`src/rtl/jtframe_dwnld_sched_pkg.sv`:
```
// Shared types for the ROM download scheduler: handshake states, FIFO entry layout
// and the active-low byte-mask encodings used on the SDRAM write port.
package jtframe_dwnld_pkg;

  typedef enum logic [1:0] {
    IDLE = 2'd0,
    REQ  = 2'd1,
    GAP  = 2'd2
  } dwnld_state_t;

  // FIFO entries carry word addresses up to 22 bits wide
  localparam int ENTRY_AW = 22;

  typedef struct packed {
    logic [ENTRY_AW-1:0] addr;
    logic [15:0]         data;
    logic [1:0]          mask;
  } fifo_entry_t;

  localparam logic [1:0] MASK_BOTH = 2'b00;
  localparam logic [1:0] MASK_LO   = 2'b10;
  localparam logic [1:0] MASK_HI   = 2'b01;

  // A lone byte lands in the half selected by its address parity
  function automatic fifo_entry_t single_entry(input logic [ENTRY_AW-1:0] addr,
                                               input logic [7:0] data, input logic odd);
    fifo_entry_t e;
    e.addr = addr;
    e.data = odd ? {data, 8'h00} : {8'h00, data};
    e.mask = odd ? MASK_HI : MASK_LO;
    return e;
  endfunction

endpackage

```
`src/rtl/jtframe_dwnld_sched_if.sv`:
```
// SDRAM programming port: the scheduler drives a held request until the memory acks it.
interface jtframe_dwnld_sched_if #(parameter int AW = 22);
  logic [AW-1:0] prog_addr;
  logic [15:0]   prog_data;
  logic [1:0]    prog_mask;
  logic          prog_we;
  logic          sdram_ack;

  modport master (output prog_addr, output prog_data, output prog_mask, output prog_we,
                  input sdram_ack);
  modport slave  (input prog_addr, input prog_data, input prog_mask, input prog_we,
                  output sdram_ack);
endinterface

```
`src/rtl/jtframe_dwnld_sched_fifo.sv`:
```
// Small synchronous word FIFO; pushes into a full FIFO and pops from an empty one are ignored.
module jtframe_dwnld_fifo
  import jtframe_dwnld_pkg::*;
#(
  parameter int FIFO_AW = 2
) (
  input  logic               clk,
  input  logic               rst_n,
  input  logic               push,
  input  fifo_entry_t        din,
  input  logic               pop,
  output fifo_entry_t        dout,
  output logic               full,
  output logic               empty,
  output logic [FIFO_AW:0]   count
);

  localparam int DEPTH = 1 << FIFO_AW;
  localparam logic [FIFO_AW-1:0] PTR_ONE = FIFO_AW'(1);
  localparam logic [FIFO_AW:0]   CNT_ONE = (FIFO_AW + 1)'(1);

  fifo_entry_t        mem [DEPTH];
  logic [FIFO_AW-1:0] wr_ptr_r;
  logic [FIFO_AW-1:0] rd_ptr_r;
  logic [FIFO_AW:0]   count_r;
  logic               wr_en_s;
  logic               rd_en_s;

  assign full    = (count_r == (FIFO_AW + 1)'(DEPTH));
  assign empty   = (count_r == '0);
  assign count   = count_r;
  assign wr_en_s = push && !full;
  assign rd_en_s = pop && !empty;
  assign dout    = mem[rd_ptr_r];

  // Storage array, written only on accepted pushes
  always_ff @(posedge clk) begin
    if (wr_en_s) begin
      mem[wr_ptr_r] <= din;
    end
  end

  // Pointers wrap naturally at DEPTH; count tracks occupancy
  always_ff @(posedge clk or negedge rst_n) begin
    if (!rst_n) begin
      wr_ptr_r <= '0;
      rd_ptr_r <= '0;
      count_r  <= '0;
    end else begin
      if (wr_en_s) wr_ptr_r <= wr_ptr_r + PTR_ONE;
      if (rd_en_s) rd_ptr_r <= rd_ptr_r + PTR_ONE;
      case ({wr_en_s, rd_en_s})
        2'b10:   count_r <= count_r + CNT_ONE;
        2'b01:   count_r <= count_r - CNT_ONE;
        default: count_r <= count_r;
      endcase
    end
  end

endmodule

```
`src/rtl/jtframe_dwnld_sched.sv`:
```
// Download scheduler: packs ioctl bytes into SDRAM words, sequences the SDRAM write
// handshake, forwards PROM-region bytes and throttles the loader.
module jtframe_dwnld_sched
  import jtframe_dwnld_pkg::*;
#(
  parameter int          AW         = 22,
  parameter logic [24:0] PROM_START = ~25'd0,
  parameter int          FIFO_AW    = 2
) (
  input  logic                  clk,
  input  logic                  rst_n,
  input  logic                  downloading,
  input  logic [24:0]           ioctl_addr,
  input  logic [7:0]            ioctl_data,
  input  logic                  ioctl_wr,
  output logic                  ioctl_wait,
  jtframe_dwnld_sched_if.master prog,
  output logic [21:0]           prom_addr,
  output logic [7:0]            prom_data,
  output logic                  prom_we,
  output logic                  busy,
  output logic                  ovf
);

  localparam int   DEPTH   = 1 << FIFO_AW;
  localparam logic PROM_EN = (PROM_START != {25{1'b1}});

  dwnld_state_t     state_r;
  logic             pend_valid_r, pend_odd_r, flush_next_r;
  logic [AW-1:0]    pend_word_r;
  logic [7:0]       pend_data_r;
  logic             pend_valid_nx, pend_odd_nx, flush_nx;
  logic [AW-1:0]    pend_word_nx;
  logic [7:0]       pend_data_nx;
  logic             accept_s, is_prom_s, held_s, push_s, pop_s;
  logic [AW-1:0]    word_s;
  fifo_entry_t      pend_entry_s, push_entry_s, head_s;
  logic             fifo_full_s, fifo_empty_s;
  logic [FIFO_AW:0] fifo_count_s;

  assign accept_s     = ioctl_wr && downloading;
  assign is_prom_s    = PROM_EN && (ioctl_addr >= PROM_START);
  assign word_s       = ioctl_addr[AW:1];
  assign pend_entry_s = single_entry(ENTRY_AW'(pend_word_r), pend_data_r, pend_odd_r);
  assign pop_s        = (state_r == REQ) && prog.sdram_ack;
  assign ioctl_wait   = (fifo_count_s >= (FIFO_AW + 1)'(DEPTH - 1)) || flush_next_r;

  // Byte packing: decides the single FIFO push of this cycle and the next pending byte
  always_comb begin
    push_s        = 1'b0;
    push_entry_s  = pend_entry_s;
    pend_valid_nx = pend_valid_r;
    pend_odd_nx   = pend_odd_r;
    pend_word_nx  = pend_word_r;
    pend_data_nx  = pend_data_r;
    flush_nx      = 1'b0;
    held_s        = pend_valid_r;
    // A deferred odd byte, or anything left when the window closes, goes out now
    if (pend_valid_r && (flush_next_r || !downloading)) begin
      push_s        = 1'b1;
      pend_valid_nx = 1'b0;
      held_s        = 1'b0;
    end else begin
      held_s        = pend_valid_r;
    end
    if (accept_s && is_prom_s) begin
      push_s        = push_s || held_s;
      pend_valid_nx = 1'b0;
    end else if (accept_s && !ioctl_addr[0]) begin
      push_s        = push_s || held_s;
      pend_valid_nx = 1'b1;
      pend_odd_nx   = 1'b0;
      pend_word_nx  = word_s;
      pend_data_nx  = ioctl_data;
    end else if (accept_s) begin
      if (held_s && !pend_odd_r && (pend_word_r == word_s)) begin
        push_s        = 1'b1;
        push_entry_s  = '{addr: ENTRY_AW'(word_s), data: {ioctl_data, pend_data_r},
                          mask: MASK_BOTH};
        pend_valid_nx = 1'b0;
      end else if (held_s || push_s) begin
        // Push slot already taken: park the odd byte and send it next cycle
        push_s        = 1'b1;
        pend_valid_nx = 1'b1;
        pend_odd_nx   = 1'b1;
        pend_word_nx  = word_s;
        pend_data_nx  = ioctl_data;
        flush_nx      = 1'b1;
      end else begin
        push_s        = 1'b1;
        push_entry_s  = single_entry(ENTRY_AW'(word_s), ioctl_data, 1'b1);
      end
    end else begin
      flush_nx      = 1'b0;
    end
  end

  // Pending byte register
  always_ff @(posedge clk or negedge rst_n) begin
    if (!rst_n) begin
      pend_valid_r <= 1'b0;
      pend_odd_r   <= 1'b0;
      pend_word_r  <= '0;
      pend_data_r  <= 8'h00;
      flush_next_r <= 1'b0;
    end else begin
      pend_valid_r <= pend_valid_nx;
      pend_odd_r   <= pend_odd_nx;
      pend_word_r  <= pend_word_nx;
      pend_data_r  <= pend_data_nx;
      flush_next_r <= flush_nx;
    end
  end

  jtframe_dwnld_fifo #(.FIFO_AW(FIFO_AW)) u_fifo (
    .clk   (clk),
    .rst_n (rst_n),
    .push  (push_s),
    .din   (push_entry_s),
    .pop   (pop_s),
    .dout  (head_s),
    .full  (fifo_full_s),
    .empty (fifo_empty_s),
    .count (fifo_count_s)
  );

  // SDRAM handshake: request held until acked, then one idle gap cycle
  always_ff @(posedge clk or negedge rst_n) begin
    if (!rst_n) begin
      state_r        <= IDLE;
      prog.prog_we   <= 1'b0;
      prog.prog_addr <= '0;
      prog.prog_data <= 16'h0000;
      prog.prog_mask <= 2'b00;
    end else begin
      case (state_r)
        IDLE: begin
          if (!fifo_empty_s) begin
            prog.prog_addr <= AW'(head_s.addr);
            prog.prog_data <= head_s.data;
            prog.prog_mask <= head_s.mask;
            prog.prog_we   <= 1'b1;
            state_r        <= REQ;
          end
        end
        REQ: begin
          if (prog.sdram_ack) begin
            prog.prog_we <= 1'b0;
            state_r      <= GAP;
          end
        end
        GAP:     state_r <= IDLE;
        default: begin
          prog.prog_we <= 1'b0;
          state_r      <= IDLE;
        end
      endcase
    end
  end

  // PROM write pulse, one cycle after the byte
  always_ff @(posedge clk or negedge rst_n) begin
    if (!rst_n) begin
      prom_we   <= 1'b0;
      prom_addr <= 22'd0;
      prom_data <= 8'h00;
    end else begin
      prom_we <= accept_s && is_prom_s;
      if (accept_s && is_prom_s) begin
        prom_addr <= ioctl_addr[21:0];
        prom_data <= ioctl_data;
      end
    end
  end

  // Status flags: busy until everything has drained, sticky overflow
  always_ff @(posedge clk or negedge rst_n) begin
    if (!rst_n) begin
      busy <= 1'b0;
      ovf  <= 1'b0;
    end else begin
      if (accept_s) begin
        busy <= 1'b1;
      end else if (!downloading && !pend_valid_r && fifo_empty_s && (state_r == IDLE)) begin
        busy <= 1'b0;
      end
      if (push_s && fifo_full_s) begin
        ovf <= 1'b1;
      end
    end
  end

endmodule

```
`src/flat_wrapper.sv`:
```
// flat-port wrapper written by rule: the top's interface ports become plain ports
module jtframe_dwnld_sched_flat import jtframe_dwnld_pkg::*;
#(
  parameter int          AW         = 22,
  parameter logic [24:0] PROM_START = ~25'd0,
  parameter int          FIFO_AW    = 2
)
  (clk, rst_n, downloading, ioctl_addr, ioctl_data, ioctl_wr, ioctl_wait, prom_addr, prom_data, prom_we, busy, ovf, prog_prog_addr, prog_prog_data, prog_prog_mask, prog_prog_we, prog_sdram_ack);
  jtframe_dwnld_sched_if #(.AW(AW)) prog_i ();
  input  logic clk;
  input  logic rst_n;
  input  logic downloading;
  input  logic [24:0] ioctl_addr;
  input  logic [7:0] ioctl_data;
  input  logic ioctl_wr;
  output logic ioctl_wait;
  output logic [21:0] prom_addr;
  output logic [7:0] prom_data;
  output logic prom_we;
  output logic busy;
  output logic ovf;
  output wire logic [$bits(prog_i.prog_addr)-1:0] prog_prog_addr;
  output wire logic [$bits(prog_i.prog_data)-1:0] prog_prog_data;
  output wire logic [$bits(prog_i.prog_mask)-1:0] prog_prog_mask;
  output wire logic [$bits(prog_i.prog_we)-1:0] prog_prog_we;
  input wire logic [$bits(prog_i.sdram_ack)-1:0] prog_sdram_ack;
  assign prog_prog_addr = prog_i.prog_addr;
  assign prog_prog_data = prog_i.prog_data;
  assign prog_prog_mask = prog_i.prog_mask;
  assign prog_prog_we = prog_i.prog_we;
  assign prog_i.sdram_ack = prog_sdram_ack;
  jtframe_dwnld_sched #(.AW(AW), .PROM_START(PROM_START), .FIFO_AW(FIFO_AW)) u_core (.clk(clk), .rst_n(rst_n), .downloading(downloading), .ioctl_addr(ioctl_addr), .ioctl_data(ioctl_data), .ioctl_wr(ioctl_wr), .ioctl_wait(ioctl_wait), .prog(prog_i), .prom_addr(prom_addr), .prom_data(prom_data), .prom_we(prom_we), .busy(busy), .ovf(ovf));
endmodule
```
`config.mk`:
```
export PLATFORM = sky130hd
export DESIGN_NAME = jtframe_dwnld_sched_flat
export DESIGN_NICKNAME = d
export VERILOG_FILES = /design/src/rtl/jtframe_dwnld_sched_pkg.sv /design/src/rtl/jtframe_dwnld_sched_if.sv /design/src/rtl/jtframe_dwnld_sched_fifo.sv /design/src/rtl/jtframe_dwnld_sched.sv /design/src/flat_wrapper.sv
export SDC_FILE = /design/constraint.sdc
export NUM_CORES = 1
export LEC_CHECK = 0
export BUFFER_PORTS_ARGS = -buffer_cell sky130_fd_sc_hd__buf_2
export CAP_MARGIN = 20
export CORE_MARGIN = 8
export CORE_UTILIZATION = 30
export CTS_BUF_LIST = sky130_fd_sc_hd__clkbuf_2 sky130_fd_sc_hd__clkbuf_4 sky130_fd_sc_hd__clkbuf_8
export CTS_CLUSTER_SIZE = 20
export DETAILED_ROUTE_END_ITERATION = 7
export GPL_ROUTABILITY_DRIVEN = 0
export PLACE_DENSITY = 0.56
export SLEW_MARGIN = 0
export SYNTH_ARGS = -nofsm -noshare
export SYNTH_HDL_FRONTEND = slang
export SYNTH_SLANG_ARGS = --single-unit
```
`constraint.sdc`:
```
create_clock -name clk -period 3.7 [get_ports clk]
set_input_delay 0.555 -clock clk [delete_from_list [all_inputs] [get_ports clk]]
set_output_delay 0.555 -clock clk [all_outputs]
set_load 0.02 [all_outputs]
```
After elaboration in Yosys (flattened, before gate mapping)
Memories as Yosys holds them, arrays and structs flattened. A register that Yosys moved wholly into a read port is not among the register bits.
Cells that the tools add are included.
{"block": "op_classes", "addsub": 4, "mul": 0, "n_div": 0, "n_lt_le_gt_ge": 1, "eq_ne": 9, "n_shift": 0, "muxes": 41, "bitwise_logic": 2, "n_reduce_logical": 32}
{"operator": "40-bit 2-to-1 mux", "count": 4}
{"operator": "22-bit 2-to-1 mux", "count": 4}
{"operator": "8-bit 2-to-1 mux", "count": 4}
{"operator": "22-bit equality test", "count": 1}
{"operator": "1-bit 2-to-1 mux", "count": 22}
{"operator": "16-bit 2-to-1 mux", "count": 1}
{"operator": "1-bit logical AND", "count": 12}
{"operator": "2-bit nonzero test", "count": 4}
{"operator": "1-bit logical NOT", "count": 7}
{"operator": "2-bit 2-to-1 mux", "count": 3}
{"operator": "3-bit case mux with 2 select lines", "count": 1}
{"operator": "3-bit AND reduction", "count": 2}
{"operator": "2-bit by 1-bit adder with 2-bit output, second input constant", "count": 2}
{"operator": "2-bit by 1-bit equality test with 1-bit output, second input constant", "count": 2}
{"operator": "2-bit equality test, second input constant", "count": 2}
{"operator": "2-bit inequality test, second input constant", "count": 2}
{"operator": "2-bit case mux with 2 select lines", "count": 1}
{"operator": "2-bit AND reduction", "count": 2}
{"operator": "3-bit by 1-bit adder with 3-bit output, second input constant", "count": 1}
{"operator": "3-bit equality test, second input constant", "count": 1}
{"operator": "3-bit by 2-bit >= comparator with 1-bit output, second input constant", "count": 1}
{"operator": "3-bit logical NOT", "count": 1}
{"operator": "1-bit logical OR", "count": 3}
{"operator": "1-bit case mux with 3 select lines", "count": 1}
{"operator": "other kinds (4)", "count": 5}
{"block": "word_totals", "regBits": 45, "latchBits": 0, "ram_bits": 160, "romBits": 0, "input_bits": 38, "word_cells": 102, "memories": 1}
{"name": "u_core.u_fifo.mem", "words": 4, "word_bits": 40, "read_ports": 1, "rd_ports_with_merged_regs": 1, "wr": 1, "line": "jtframe_dwnld_sched_fifo.sv:22", "rtl": "fifo_entry_t mem [DEPTH];"}

Logic depth before layout (Yosys ltp)
{"block": "depth", "word_depth": 9, "mapped_depth": 12}

Modules after synthesis
Synthesis repeated with hierarchy kept, for this count alone.
{"block": "hier_totals", "hier_cells": 789, "area_unflattened_um2": 11169.5}
{"module": "jtframe_dwnld_fifo", "n_inst": 1, "cells_each": 247, "area_per_inst_um2": 6249.7, "seq_area_each_um2": 4979.8}
{"module": "jtframe_dwnld_sched", "n_inst": 1, "cells_each": 542, "area_per_inst_um2": 4919.7, "seq_area_each_um2": 1951.9}

Worst setup path before layout
No wires, ideal clock.
{"block": "synth_path", "path_type": "input-to-reg", "startpoint": "in ioctl_addr[0]", "endpoint": "mem u_core.u_fifo.mem[0][0] (netlist bit), enable pin", "arrival_ns": 2.324, "path_slack_ns": 0.975, "path_stages": 6, "n_path_buf": 1, "path_cell_list": "clkbuf_1 -> a21oi_1 -> nor2_1 -> a21oi_1 -> a21oi_1 -> and2_1"}
{"block": "synth_via", "elab_chain_cells": 6}
{"item": "start: declaration", "line": "flat_wrapper.sv:13", "rtl": "input logic [24:0] ioctl_addr;"}
{"item": "1-bit logical NOT", "line": "jtframe_dwnld_sched.sv:69", "rtl": "end else if (accept_s && !ioctl_addr[0]) begin"}
{"item": "1-bit logical AND", "line": "jtframe_dwnld_sched.sv:69"}
{"item": "1-bit 2-to-1 mux", "line": "jtframe_dwnld_sched.sv:69"}
{"item": "1-bit logical AND", "line": "jtframe_dwnld_sched_fifo.sv:32", "rtl": "assign wr_en_s = push && !full;"}
{"item": "1-bit 2-to-1 mux", "line": "jtframe_dwnld_sched_fifo.sv:38", "rtl": "if (wr_en_s) begin"}
{"item": "1-bit 2-to-1 mux (not written as such)", "line": "jtframe_dwnld_sched_fifo.sv:39", "rtl": "mem[wr_ptr_r] <= din;"}
{"item": "end: declaration", "line": "jtframe_dwnld_sched_fifo.sv:22"}
No other way between the ends.

==> out/results.ini <==
[outcome]
run_status = finished clean

[floorplanning]
height_of_the_die_um = 214
die_area_mm2 = 0.0460
start_util_pct = 30.5
row_cnt = 72
ioPinCount = 113
die_width_um = 214
core-area_mm2 = 0.0387

[pwr]
power_per_cell_area_mw_per_mm2 = 700
leakagePower_nw = 4.91
p_total_mw = 9.55
irDropWorstVdd_uv = 277

[clock_network]
worst_setup_hold_path_clk_slew_ps = 60
h-tree-depth = 2
worst_skew_pair.late_latency_ps = 550
post_cts_resized = 0
clock_sink_count = 245
setup_fix_buffers_added_after_clock_tree_synthesis = 0
cts_inserted_buffers = 42
cts_hold_buffers = 0
cts_tree = done
cts_root_cell = sky130_fd_sc_hd__clkbuf_8
cts-root-to-sink-buffers = 3

[sta]
slew_violations = 0
worst_pin_slew_ps = 1050
final_min_period_over_clock_period_pct = 66.0
rsz0062_at_grt = false
slew-limit-headroom_pct = 29.8
setup_viol = 0
fin_crit_ps = 2440
fmaxAchievable_ghz = 0.410
tns_setup_ps = 0
finClkSkew_ps = 28.9
timing.final.hold_violations = 0

[worst_setup_path]
critical_path_required_ps = 3920
r2r-end = u_core.u_fifo.mem[1][30]
startpoint = u_core.pend_word_r[11]
r2r_slack_ps = 1260
critPathKind = flop to flop
worst-endpoint-arrival_ps = 2660
crit_fanout = 52
r2r_cells = 6
crit_end_category = flop
critical_path.reg2reg.startpoint = u_core.pend_word_r[11]
timing.critical_path.from_type = flop

[synth]
synth_flop_cell = sky130_fd_sc_hd__edfxtp_1
post_synthesis_sequential_element_count = 245
syn-instance-count = 882
synth_enable_flop_cells = 160
synth_area_mm2 = 0.0118
post_synth.cell_area_avg_um2 = 13.4
synth_sequential_area_ratio_pct = 58.7
synth_cell_types = 44
synth-async-reset-ratio_pct = 34.7
ys.warnings.count = 0

[layout]
mostFrequentLayoutCell = sky130_fd_sc_hd__edfxtp_1
flow.area_growth_from_synthesis_pct = 15.4
drive_gt1_share_pct = 28.8
fillers = 3786
layout.area.seq_mm2 = 0.00694
final_core_util_pct = 35.2
layout_common_cells = 160 x sky130_fd_sc_hd__edfxtp_1, 82 x sky130_fd_sc_hd__dfrtp_1, 78 x sky130_fd_sc_hd__buf_2
nets = 1001
multiInputGateArea_mm2 = 0.00445

[global_routing]
globalRouteOverflowTotal = 0
grt_max_degree = 69
grt_usage_pct = 12.3
wire_length_of_the_first_global_routing_pass_mm = 45.5
grt_antenna_before_repair = 13
grt_pass1_vias = 7698

[route]
detail_route.vias_per_cell = 5.06
drt-total-wl_mm = 29.2
drc_errors = 0
ant_nets = 0
detailroute.via_count = 7648
drt_first_iter_violations = 448
first_pass_iters = 5
detail_route.wl_per_cell_um = 19.3

[hold_path]
worstHoldPathType = primary input to async pin

[job]
drv_cap = 0

[placed_design]
io_buffer_count = 79
hpwl_mm = 18.2

==> cells in the mapped netlist (2+ instances only) <==
cell type                    n  share of area [%]
sky130_fd_sc_hd__buf_4      31                2.0
sky130_fd_sc_hd__nand4_1    64                3.4
sky130_fd_sc_hd__a21boi_0   30                1.9
sky130_fd_sc_hd__buf_2      21               0.89
sky130_fd_sc_hd__o21ai_0     4               0.17
sky130_fd_sc_hd__o211ai_1   22                1.4
sky130_fd_sc_hd__mux2_2     41                3.9
sky130_fd_sc_hd__dfrtp_1    85                 18
sky130_fd_sc_hd__xor2_1     10               0.74
sky130_fd_sc_hd__inv_1      10               0.32
sky130_fd_sc_hd__a221oi_2   13                1.7
sky130_fd_sc_hd__nand3_1    30                1.3
sky130_fd_sc_hd__mux4_2     40                7.6
sky130_fd_sc_hd__clkbuf_1   42                1.3
sky130_fd_sc_hd__nand2_1    67                2.1
sky130_fd_sc_hd__ha_1        5               0.53
sky130_fd_sc_hd__a221oi_1   17                1.3
sky130_fd_sc_hd__edfxtp_1  160                 41
sky130_fd_sc_hd__nor2_1     10               0.32
sky130_fd_sc_hd__nor3_1      3               0.13
sky130_fd_sc_hd__buf_6       3               0.29
sky130_fd_sc_hd__and2_1     45                2.4
sky130_fd_sc_hd__a211oi_1   22                1.4
sky130_fd_sc_hd__nor4_2      2               0.21
sky130_fd_sc_hd__or3_1       2               0.11
sky130_fd_sc_hd__a21oi_1    35                1.5
sky130_fd_sc_hd__xnor2_1    18                1.3
sky130_fd_sc_hd__buf_1       5               0.16
sky130_fd_sc_hd__nor3b_1    30                1.9
==> area by class of cell <==
type / instances / share of cell area [%]
diodes: 3 / 0.0551
clock buffers: 57 / 5.25
clock inverters: 20 / 1.19
inverters: 10 / 0.275
multi-input cells: 555 / 32.6
flip-flops and latches: 245 / 50.9
well taps: 518 / 4.75
repair buffers: 103 / 4.97
==> how the worst max path moves through the flow <==
| stage | endpoint | slack (ps) | depth (start not counted) |
|---|---|---|---|
| global placement | u_core.u_fifo.mem[0][36] | 1010 | 7 |
| finish | u_core.u_fifo.mem[1][30] | 1260 | 6 |
| floorplan | u_core.u_fifo.mem[0][0] | 970 | 6 |
| detailed placement | u_core.u_fifo.mem[3][36] | 980 | 7 |
| CTS | u_core.u_fifo.mem[2][36] | 1240 | 6 |
| global route | u_core.u_fifo.mem[1][36] | 1120 | 6 |
==> cell families after synthesis <==
| kind of cell | after synthesis | share of synthesized area (%) |
|---|---|---|
| and+or+nand+nor | 259 | 12.2 |
| DFF | 245 | 58.7 |
| AOI/OAI and AO/OA | 149 | 9.67 |
| buffers and inverters | 112 | 4.96 |
| muxes | 82 | 11.6 |
| xor gates and xnor gates | 28 | 2.08 |
| adders and majority gates | 6 | 0.699 |
| other | 1 | 0.0318 |
==> power breakdown <==
group / leakage [nW] / total, mW / internal, mW / switching (mW)
Sequential: 2.46 / 4.11 / 3.69 / 0.422
Clock: 0.462 / 2.52 / 1.41 / 1.10
Combinational: 1.98 / 2.91 / 1.33 / 1.58
==> critical path: stages, from the launching register on <==
cell,delay (ps)
sky130_fd_sc_hd__dfrtp_1,430
sky130_fd_sc_hd__xor2_1,180
sky130_fd_sc_hd__nor4_4,280
sky130_fd_sc_hd__buf_4,530
sky130_fd_sc_hd__a21oi_1,150
sky130_fd_sc_hd__a211oi_1,260
sky130_fd_sc_hd__o211ai_1,270
==> sequential cells by signal, indices dropped and copies added (netlist names) <==
register / count
u_core.prog.prog_data: 16
u_core.pend_word_r: 22
u_core.ovf: 1
u_core.prog.prog_addr: 22
u_core.pend_odd_r: 1
u_core.busy: 1
u_core.pend_data_r: 8
u_core.u_fifo.rd_ptr_r: 2
u_core.prog.prog_we: 1
u_core.flush_next_r: 1
u_core.u_fifo.mem: 160
u_core.state_r: 2
u_core.u_fifo.wr_ptr_r: 2
u_core.u_fifo.count: 3
u_core.pend_valid_r: 1
u_core.prog.prog_mask: 2
==> stage by stage <==
stage / instance area [um^2] / hold slack (ps) / cells / worst slack (ps)
2_1_floorplan: 11900 / 259 / 912 / 975
3_5_place_dp: 12700 / 457 / 1431 / 977
6_report: 13600 / 146 / 1511 / 1260
4_1_cts: 13600 / 159 / 1508 / 1240
5_1_grt: 13600 / 191 / 1511 / 1120
3_3_place_gp: 12700 / 467 / 1431 / 1010
==> metal layers <==
| metal | GRT usage (%) | wire, um |
|---|---|---|
| met1 | 15.4 | 12400 |
| met2 | 20.4 | 14300 |
| met3 | 3.72 | 1910 |
| met4 | 3.43 | 524 |
| met5 | 0 | 114 |
No activity file was read; power rests on OpenSTA's default activity.
